<file path="src/rtl/tdm_demux_pkg.sv">
// Shared definitions for the 1-to-8 TDM demultiplexer: slot geometry, FSM states
// and the even-parity helper used when TDM_DEMUX_PARITY_EN is defined.
package tdm_demux_pkg;

  localparam int NUM_SLOTS = 8;
  localparam int SLOT_W    = 3;

  typedef enum logic [1:0] {
    IDLE   = 2'd0,
    RUN    = 2'd1,
    PARITY = 2'd2
  } state_t;

  // Even parity: the check bit that makes the total count of ones even.
  function automatic logic even_parity(input logic [NUM_SLOTS-1:0] data);
    return ^data;
  endfunction

endpackage

</file>
<file path="src/rtl/tdm_slot_counter.sv">
// Free-running slot counter: increments on en_i, loads 1 on load1_i, and flags
// when it sits on the last slot of the frame.
module tdm_slot_counter
  import tdm_demux_pkg::*;
(
  input  logic              clk_i,
  input  logic              rst_ni,
  input  logic              en_i,
  input  logic              load1_i,
  output logic [SLOT_W-1:0] cnt_o,
  output logic              wrap_o
);

  logic [SLOT_W-1:0] cnt_q;
  logic [SLOT_W-1:0] cnt_d;

  // Next count: a load (frame restart) takes priority over a plain increment.
  always_comb begin
    cnt_d = cnt_q;
    if (load1_i) begin
      cnt_d = SLOT_W'(1);
    end else if (en_i) begin
      cnt_d = cnt_q + SLOT_W'(1);
    end else begin
      cnt_d = cnt_q;
    end
  end

  // Count register.
  always_ff @(posedge clk_i or negedge rst_ni) begin
    if (!rst_ni) begin
      cnt_q <= '0;
    end else begin
      cnt_q <= cnt_d;
    end
  end

  assign cnt_o  = cnt_q;
  assign wrap_o = (cnt_q == SLOT_W'(NUM_SLOTS - 1));

endmodule

</file>
<file path="src/rtl/tdm_demux.sv">
// 1-to-8 time-division demultiplexer top: FSM, shadow register, parallel output
// register and sticky sync_err. Optional trailing parity strobe: TDM_DEMUX_PARITY_EN.
module tdm_demux
  import tdm_demux_pkg::*;
(
  input  logic clk,
  input  logic rst_n,
  input  logic en,
  input  logic sync,
  input  logic in,
  output logic s2,
  output logic s1,
  output logic s0,
  output logic d0,
  output logic d1,
  output logic d2,
  output logic d3,
  output logic d4,
  output logic d5,
  output logic d6,
  output logic d7,
  output logic frame_valid,
`ifdef TDM_DEMUX_PARITY_EN
  output logic parity_err,
`endif
  output logic sync_err
);

  state_t                 state_q, state_d;
  logic [NUM_SLOTS-1:0]   shadow_q, shadow_d;
  logic [NUM_SLOTS-1:0]   dout_q, dout_d;
  logic                   fv_q, fv_d;
  logic                   serr_q, serr_d;
  logic                   cnt_en_s;
  logic                   cnt_load_s;
  logic                   last_slot_s;
  logic [SLOT_W-1:0]      slot_s;
`ifdef TDM_DEMUX_PARITY_EN
  logic                   perr_q, perr_d;
`endif

  tdm_slot_counter u_slot_counter (
    .clk_i   (clk),
    .rst_ni  (rst_n),
    .en_i    (cnt_en_s),
    .load1_i (cnt_load_s),
    .cnt_o   (slot_s),
    .wrap_o  (last_slot_s)
  );

  // Frame sequencing: capture strobes, publish on the last strobe, flag truncation.
  always_comb begin
    state_d    = state_q;
    shadow_d   = shadow_q;
    dout_d     = dout_q;
    fv_d       = 1'b0;
    serr_d     = serr_q;
    cnt_en_s   = 1'b0;
    cnt_load_s = 1'b0;
`ifdef TDM_DEMUX_PARITY_EN
    perr_d     = 1'b0;
`endif
    case (state_q)
      IDLE: begin
        if (en && sync) begin
          shadow_d[0] = in;
          cnt_load_s  = 1'b1;
          state_d     = RUN;
        end else begin
          state_d = IDLE;
        end
      end
      RUN: begin
        if (en && sync && (slot_s != '0)) begin
          serr_d      = 1'b1;
          shadow_d[0] = in;
          cnt_load_s  = 1'b1;
        end else if (en) begin
          shadow_d[slot_s] = in;
          cnt_en_s         = 1'b1;
          if (last_slot_s) begin
`ifdef TDM_DEMUX_PARITY_EN
            // Hold the counter on 7 so s2..s0 read 7 while the parity bit is awaited.
            cnt_en_s = 1'b0;
            state_d  = PARITY;
`else
            dout_d = {in, shadow_q[NUM_SLOTS-2:0]};
            fv_d   = 1'b1;
`endif
          end else begin
            state_d = RUN;
          end
        end else begin
          state_d = RUN;
        end
      end
`ifdef TDM_DEMUX_PARITY_EN
      PARITY: begin
        if (en && sync) begin
          serr_d      = 1'b1;
          shadow_d[0] = in;
          cnt_load_s  = 1'b1;
          state_d     = RUN;
        end else if (en) begin
          dout_d   = shadow_q;
          fv_d     = 1'b1;
          perr_d   = (even_parity(shadow_q) != in);
          cnt_en_s = 1'b1;
          state_d  = RUN;
        end else begin
          state_d = PARITY;
        end
      end
`endif
      default: begin
        state_d = IDLE;
      end
    endcase
  end

  // State, shadow and output registers.
  always_ff @(posedge clk or negedge rst_n) begin
    if (!rst_n) begin
      state_q  <= IDLE;
      shadow_q <= '0;
      dout_q   <= '0;
      fv_q     <= 1'b0;
      serr_q   <= 1'b0;
`ifdef TDM_DEMUX_PARITY_EN
      perr_q   <= 1'b0;
`endif
    end else begin
      state_q  <= state_d;
      shadow_q <= shadow_d;
      dout_q   <= dout_d;
      fv_q     <= fv_d;
      serr_q   <= serr_d;
`ifdef TDM_DEMUX_PARITY_EN
      perr_q   <= perr_d;
`endif
    end
  end

  assign {s2, s1, s0} = slot_s;
  assign {d7, d6, d5, d4, d3, d2, d1, d0} = dout_q;
  assign frame_valid = fv_q;
  assign sync_err    = serr_q;
`ifdef TDM_DEMUX_PARITY_EN
  assign parity_err  = perr_q;
`endif

endmodule

</file>
<file path="config.mk">
export PLATFORM = sky130hd
export DESIGN_NAME = tdm_demux
export DESIGN_NICKNAME = d
export VERILOG_FILES = /design/src/rtl/tdm_demux_pkg.sv /design/src/rtl/tdm_slot_counter.sv /design/src/rtl/tdm_demux.sv
export SDC_FILE = /design/constraint.sdc
export NUM_CORES = 1
export LEC_CHECK = 0
export ABC_AREA = 1
export CAP_MARGIN = 0
export CORE_MARGIN = 8
export CORE_UTILIZATION = 30
export CTS_CLUSTER_SIZE = 8
export DETAILED_ROUTE_END_ITERATION = 7
export HOLD_SLACK_MARGIN = 0.15
export SLEW_MARGIN = 10
export SYNTH_ARGS = -nofsm -noshare
export SYNTH_HDL_FRONTEND = slang
export SYNTH_HIERARCHICAL = 1
export SYNTH_SLANG_ARGS = --single-unit
</file>
<file path="constraint.sdc">
create_clock -name clk -period 2.7 [get_ports clk]
set_clock_uncertainty 0.2 [all_clocks]
set_input_delay 0.27 -clock clk [delete_from_list [all_inputs] [get_ports clk]]
set_output_delay 0.27 -clock clk [all_outputs]
set_load 0.01 [all_outputs]
</file>
Word-level counts from Yosys, hierarchy flattened
Index checks and enable logic that the tools add are counted.
Storage, ports and cells
  flip-flop bits (word level): 23
  bits of input ports: 5
  output and inout port bits: 13
Cells by class
  $add $sub $neg: 1
  $lt $le $gt $ge: 2
  equal/unequal tests: 6
  muxes and demuxes: 24
  bitwise operators: 1
  reduce and logical (&&, ||, !) cells: 12
Operators with widths (count)
  2-to-1 mux 1 bit: 14
  bitwise mux 8 bit: 1
  2-to-1 mux 2 bit: 3
  2-to-1 mux 3 bit: 2
  inequality test 3 bit (second input constant): 2
  AND reduction 3 bit: 2
  less-than comparator 3 x 4 -> 1 bit (second input constant): 1
  inequality test 2 bit (second input constant): 2
  one-hot mux 1 bit (2 select lines): 2
  one-hot mux 2 bit (2 select lines): 1
  AND reduction 2 bit: 2
  AND reduction 4 bit: 1
  nonzero test 2 bit: 2
  adder 3 x 1 -> 3 bit (second input constant): 1
  demux 1 bit (select 3 bit): 1
  == test 3 bit (second input constant): 1
  greater-or-equal comparator 3 x 1 -> 1 bit (second input constant): 1
  logical AND 1 bit: 3
  nonzero test 3 bit: 1
  == test 2 x 1 -> 1 bit (second input constant): 1
  zero test 2 bit: 1
  inverter 1 bit: 1

Logic depth before layout (Yosys ltp)
Gate-level depths: netlist of run 1.
  word-level depth: 8
  mapped depth: 9
  depth with buffers taken out: 8

Modules after synthesis
Netlist of run 1, hierarchy kept.
Modules (own cells, without submodules)
  tdm_demux: times used 1, cells an instance 104, area each 864.6 um2
  tdm_slot_counter: times used 1, cells an instance 18, area each 152.6 um2

Worst setup path after synthesis of run 1
No wires, ideal clock.
  kind: register to register
  start point: reg u_slot_counter.cnt_q[1] (netlist: u_slot_counter/cnt_o[1])
  end point: reg dout_q[0]
  library setup time: 0.117 ns
  arrival time: 1.249 ns
  path slack: 1.134 ns
  stages on the path, launching flop included: 7
  buffers on the path: 1
  clock period less this slack: 1.566 ns
  cells stage by stage: dfrtp_1 -> ha_1 -> ha_1 -> buf_2 -> nand3_2 -> nand2_1 -> nand2_1
Between the ends
  elaborated cells on any way between the ends: 5
RTL lines
  start: declaration: RTL line tdm_slot_counter.sv:14  | logic [SLOT_W-1:0] cnt_q;
  start signal: assignment: RTL line tdm_slot_counter.sv:34  | cnt_q <= cnt_d;
  == test 3 bit: RTL line tdm_slot_counter.sv:39  | assign wrap_o = (cnt_q == SLOT_W'(NUM_SLOTS - 1));
  net last_slot_s: RTL line tdm_demux.sv:36  | logic last_slot_s;
  AND reduction 4 bit (no source line)
  end signal: assignment: RTL line tdm_demux.sv:135  | dout_q <= dout_d;
  end: declaration: RTL line tdm_demux.sv:31  | logic [NUM_SLOTS-1:0] dout_q, dout_d;
The timed path passes the listed nets, and every way through them passes these cells.
A chain may end at the register's enable or synchronous reset.

Final worst setup path of run 1
  start point: reg u_slot_counter.cnt_q[0] (netlist: u_slot_counter/cnt_o[0])
  end point: out s0
RTL lines
  end: declaration: RTL line tdm_demux.sv:13  | output logic s0,
No word-level cell between the ends.

==> results.toml, run 1 <==
[outcome]
outcome = "finished clean"

[sta]
fin_crit_ns = 1.93
setup-tns-final_ns = 0
unrepaired_setup_endpoints_after_global_routing = "no"
fin_crit_sh_pct = 71.6
slew-limit-headroom_pct = 75.6
slew_violations = 0
setup_violations = 0
achievable-frequency_mhz = 517
worst_pin_slew_ns = 0.365
final-hold-violation-count = 0
finalHoldWorstSlack_ns = 0.286

[clock_network]
max-clock-path-buffers = 2
tritoncts = "yes"
cts_resized = 0
clk_latency_ns = 0.31
root_buffer = "sky130_fd_sc_hd__clkbuf_4"
post-cts-setup-buffer-count = 0
clkSlewWorstSetupHoldPaths_ns = 0.12
cts.sinks = 21
cts_hold_buffers = 1
cts-buffers-inserted = 3
htree_num_levels = 1

[hold_path]
worst_hold_class = "register to register"
hold_path_depth = 2

[routing]
drc = 0
drtPass1Iterations = 4
vias_per_cell = 4.48
finalWirelength_um = 2070
num_vias = 829
drt_iter0_drc = 24
wire_per_inst_um = 11.2
route.antenna.remaining_nets = 0

[worst_setup_path]
path_buf_inv = 1
worst-endpoint-required_ns = 2.23
crit_fanout = 9
timing.setup.critical_path_class = "register to output port"
cp_data_arrival_time_ns = 1.46
cpPeakStageDelay_ns = 0.61
number_of_gates_on_the_worst_path_with_buffers_counted = 1
worst_path_dominant_cell_family = "buffers and inverters"
worst_setup_path_end_kind = "output port"
crit_slowest_cell = "sky130_fd_sc_hd__clkdlybuf4s50_1"
startpoint_class = "register"
number_of_cells_traversed_by_the_worst_register_to_register_path = 5
crit_chain = "clkdlybuf4s50_1"

[finish]
area.growth.synth_to_final_pct = 22.4
finalNetCount = 147
post-route-util_pct = 37.9
share_of_cells_above_drive_strength_1_pct = 7.91
diodes = 0

[synth]
synth.cell_area_um2 = 1020
postSynthCellCount = 122
dominantRegCellSynth = "sky130_fd_sc_hd__dfrtp_1"
post_synth_most_frequent_cells = "43 x sky130_fd_sc_hd__nand2_1, 21 x sky130_fd_sc_hd__dfrtp_1, 14 x sky130_fd_sc_hd__nand4_1"
synth-async-reset-ratio_pct = 100
synth_nets = 129
synthesis.area_per_instance_um2 = 8.34
synth.top_cell.area_share_pct = 51.7
synth-seq-cells = 21
cell_taking_the_most_area_after_synthesis = "sky130_fd_sc_hd__dfrtp_1"
yosys_warnings = 6
seq_area_frac_synth_pct = 51.7
synth_cell_type_count = 17
synthMostInstantiatedCell = "sky130_fd_sc_hd__nand2_1"
synth_edf_count = 0
post_synth_main_area_contributors = "sky130_fd_sc_hd__dfrtp_1 52%, sky130_fd_sc_hd__nand2_1 16%, sky130_fd_sc_hd__nand4_1 8.6%, sky130_fd_sc_hd__nand3_1 4.9%, sky130_fd_sc_hd__inv_1 4.1%"

[global_routing]
grt_util_met1_pct = 10.6
pin_count_of_the_biggest_net_entering_global_routing = 23
use_met2_pct = 13.1
track_usage_pct = 8.59
first_global_vias = 852
antenna_found_initial = 0
grt_first_pass_wirelength_um = 3720
overall_overflow_remaining_after_global_route = 0
grt-busiest-layer = "met2"
global_route.usage.met3_pct = 4.31

[power_and_ir_drop]
power_switching_mw = 0.396
pwr-share-clk_pct = 14.3
power.share.sequential_pct = 47.9
power.density_nw_per_um2 = 861
leakagePower_nw = 0.640
cell_internal_pwr_mw = 0.675
pwr-share-comb_pct = 37.8
irDropWorstVdd_mv = 0.463
power.share.switching_pct = 37.0

[place]
number_of_buffer_cells_added_on_primary_ports = 17
place_hpwl_um = 1480
gp_congestion = 0.793

[floorplanning]
floorplan.die_area_um2 = 5510
fp.dieW_um = 74.2
floorplan.core_area_um2 = 3280
standard_cell_rows = 21
fp.dieH_um = 74.2
initial_core_util_pct = 31.0
top_level_ports = 18

[flow_run]
drv_cap = 0
==> worst paths after layout <==
kind,start,end,slack [ns]
min in group asynchronous,rst_n,shadow_q[6]$_DFFE_PN0P_,0.64
hold reg to reg,dout_q[2]$_DFFE_PN0P_,dout_q[2]$_DFFE_PN0P_,0.29
setup / recovery,u_slot_counter/cnt_o[0]$_DFFE_PN0P_,s0,0.77
max in group asynchronous,rst_n,dout_q[4]$_DFFE_PN0P_,1.45
setup reg to reg,u_slot_counter/cnt_o[0]$_DFFE_PN0P_,dout_q[4]$_DFFE_PN0P_,0.84
hold / removal,dout_q[2]$_DFFE_PN0P_,dout_q[2]$_DFFE_PN0P_,0.29
==> logic make-up (layout without fill, tap and decap cells) <==
family,after synthesis,after routing,synth area share [%]
DFF,21,21,51.7
buffers and inverters,19,36,9.23
AOI/OAI and AO/OA,3,3,1.72
adders and majority gates,2,2,2.46
and+or+nand+nor,77,77,34.9
==> through the flow <==
step | std cells | area (um^2) | total power, mW | setup WS, ns
after floorplan | 122 | 1020 | 0.742 | 1.13
after global placement | 180 | 1210 | 0.918 | 0.808
after detailed placement | 180 | 1210 | 0.930 | 0.742
after CTS | 185 | 1240 | 1.09 | 0.750
after global routing | 185 | 1240 | 1.16 | 0.679
final | 185 | 1240 | 1.07 | 0.766
==> state kept, by name (all words and copies together) (netlist names) <==
register and count:
shadow_q 7, state_q 1, dout_q 8, u_slot_counter/cnt_o 3, frame_valid 1, sync_err 1
==> tightest hold or removal path: stages, from the launching register on <==
cell and delay [ns]:
sky130_fd_sc_hd__dfrtp_1 0.36, sky130_fd_sc_hd__nand2_1 0.05, sky130_fd_sc_hd__nand2_1 0.05
==> cell usage in the layout, fill, tap and decap left out, drive strengths merged, types with 2 or more instances in the layout <==
cell / netlist / routed
clkbuf: 0 / 3
clkdlybuf4s50: 0 / 17
dfrtp: 21 / 21
ha: 2 / 2
inv: 13 / 13
nand2: 45 / 45
nand3: 11 / 11
nand4: 14 / 14
nor2: 7 / 7
o21ai: 2 / 2
==> cell type report <==
cell class                 instances  area [um^2]
sequential                        21          526
tap                               46         57.6
multi-input combinational         82          398
fill                             353         2040
timing repair buffer              19          188
inverter                          13         48.8
clock inverter                     1         5.00
clock buffer                       3         22.5
==> routing by layer <==
metal	wire [um]	share of wire [%]	up-vias
met5	0	0	-
met4	12	0.58	0
met3	173	8.3	2
met2	842	41	19
met1	1050	50	377
li1	-	-	431
==> power by group through the flow <==
stage                     Clock, mW  Combinational, mW  Sequential (mW)
final                         0.153              0.405            0.513
after floorplan                   0              0.210            0.533
after CTS                     0.160              0.412            0.515
after global placement            0              0.399            0.519
after detailed placement          0              0.409            0.521
after global routing          0.174              0.459            0.529
Note: power is estimated with default switching activity, not from simulation.
==> run 2: changes to the inputs <==
Clock period 2.7 ns to 1.9 ns, I/O delays scaled along.
==> run 2 against run 1 <==
Count of clock-buffer cells in the layout stayed put; setup slack got worse by 0.67 ns; combinational power grew 47%; sequential share of layout area shrank 0.63 points; final area grew 2.0%; routed wire length rose by 3.8%; critical endpoint is now s1.
==> results.toml, run 2 (synthesis gave the netlist of run 1 again) <==
[outcome]
outcome = "finished clean"

[sta]
final-hold-violation-count = 0
slew-limit-headroom_pct = 79.7
unrepaired_setup_endpoints_after_global_routing = "no"
fin_crit_sh_pct = 95.1
worst_pin_slew_ns = 0.304
setup_violations = 0
slew_violations = 0
achievable-frequency_mhz = 553
fin_crit_ns = 1.81
setup-tns-final_ns = 0

[global_routing]
pin_count_of_the_biggest_net_entering_global_routing = 22
track_usage_pct = 9.08
grt_first_pass_wirelength_um = 3910
first_global_vias = 885
overall_overflow_remaining_after_global_route = 0
antenna_found_initial = 0

[routing]
drt_iter0_drc = 30
num_vias = 844
drtPass1Iterations = 4
finalWirelength_um = 2150
route.antenna.remaining_nets = 0
drc = 0
vias_per_cell = 4.49
wire_per_inst_um = 11.5

[worst_setup_path]
worst_setup_path_end_kind = "output port"
crit_fanout = 7
cpPeakStageDelay_ns = 0.60
path_buf_inv = 1
startpoint_class = "register"
crit_slowest_cell = "sky130_fd_sc_hd__clkdlybuf4s50_1"
worst_path_dominant_cell_family = "buffers and inverters"
cp_data_arrival_time_ns = 1.42
worst-endpoint-required_ns = 1.51
crit_chain = "clkdlybuf4s50_1"
timing.setup.critical_path_class = "register to output port"

[hold_path]
worst_hold_class = "register to register"

[finish]
final_cells = 188
commonest_non_fill_non_tap_cell_in_the_layout = "sky130_fd_sc_hd__nand2_1"
max_reg_flops = 8
finalNetCount = 150
area.growth.synth_to_final_pct = 24.8
commonest_cells_after_routing_fill_and_taps_aside = "43 x sky130_fd_sc_hd__nand2_1, 19 x sky130_fd_sc_hd__dfrtp_1, 17 x sky130_fd_sc_hd__clkdlybuf4s50_1"
share_of_cells_above_drive_strength_1_pct = 11.3
largest-register = "dout_q"
diodes = 0

[clock_network]
root_buffer = "sky130_fd_sc_hd__clkbuf_4"
cts.sinks = 21
tritoncts = "yes"
htree_num_levels = 1
clkSlewWorstSetupHoldPaths_ns = 0.12
max-clock-path-buffers = 2
clk_latency_ns = 0.30
cts-buffers-inserted = 3

[floorplanning]
fp.dieW_um = 74.2
floorplan.die_area_um2 = 5510
fp.dieH_um = 74.2
floorplan.core_area_um2 = 3280
top_level_ports = 18
initial_core_util_pct = 31.0
standard_cell_rows = 21

[power_and_ir_drop]
power.density_nw_per_um2 = 1220
totalPowerFinal_mw = 1.54
leakagePower_nw = 0.652
irDropWorstVdd_mv = 0.811

[flow_run]
drv_cap = 0

[place]
number_of_buffer_cells_added_on_primary_ports = 17
gp_congestion = 0.807
numPlacedInstances = 183
place_hpwl_um = 1600
[run 2: cell types whose count changed in the layout (fill, tap and decap cells not counted)]
cell,before,now
sky130_fd_sc_hd__buf_4,1,4
sky130_fd_sc_hd__dfrtp_2,0,2
sky130_fd_sc_hd__dfrtp_1,21,19
[run 2: power by group]
part           switching [mW]  internal, mW  total, mW
clock network           0.136        0.0785      0.214
logic                   0.303         0.293      0.596
registers               0.133         0.601      0.735
[run 2: through the flow]
stage	util, %	hold slack (ns)	setup slack (ns)	instance area (um^2)
2_1_floorplan	-	-0.306	0.334	1020
3_5_place_dp	37.4	0.263	0.110	1230
6_report	38.7	0.286	0.0929	1270
5_1_grt	38.7	0.304	0.0235	1270
4_1_cts	38.6	0.294	0.0410	1270
3_3_place_gp	37.4	0.257	0.199	1230
[run 2: worst register-to-register path, stage by stage, from the launching register on]
cell,delay (ns)
sky130_fd_sc_hd__dfrtp_1,0.49
sky130_fd_sc_hd__nor2_4,0.18
sky130_fd_sc_hd__nand2_2,0.07
sky130_fd_sc_hd__nand2_2,0.18
sky130_fd_sc_hd__nand2_1,0.08
sky130_fd_sc_hd__inv_1,0.14
sky130_fd_sc_hd__nor2_1,0.09
sky130_fd_sc_hd__nand2_1,0.07
sky130_fd_sc_hd__nand2_1,0.05
[run 2: area by class of cell]
class	count	area, um^2
repair buffers	22	210
clock buffers	3	22.5
fillers	352	2010
clock inverters	1	5.00
flip-flops and latches	21	528
multi-input cells	82	398
well taps	46	57.6
inverters	13	48.8
[run 2: path summary, 6_finish.rpt]
path	startpoint	slack, ns	to	depth (start not counted)
max	u_slot_counter/cnt_o[1]$_DFFE_PN0P_	0.09	s1	1
min	shadow_q[3]$_DFFE_PN0P_	0.29	shadow_q[3]$_DFFE_PN0P_	2
max reg2reg	u_slot_counter/cnt_o[1]$_DFFE_PN0P_	0.27	u_slot_counter/cnt_o[1]$_DFFE_PN0P_	8
min reg2reg	shadow_q[3]$_DFFE_PN0P_	0.29	shadow_q[3]$_DFFE_PN0P_	2
max in group asynchronous	rst_n	0.69	u_slot_counter/cnt_o[0]$_DFFE_PN0P_	3
min in group asynchronous	rst_n	0.58	dout_q[7]$_DFFE_PN0P_	3
[run 2: metal layers]
layer | track usage [%] | part of all wire, % | vias up
met3 | 4.58 | 9.6 | 2
met5 | 0 | 0 | -
met4 | 1.30 | 0.46 | 0
met2 | 15.5 | 44 | 22
li1 | - | - | 432
met1 | 10.0 | 46 | 388
[run 2: what timing repair did]
item / in CTS / in global routing
gates resized for setup: 0 / 2
hold endpoints to repair: 21 / 0
endpoints found under the setup margin: 0 / 2
buffers inserted: 0 / 0
hold buffers: 1 / 0
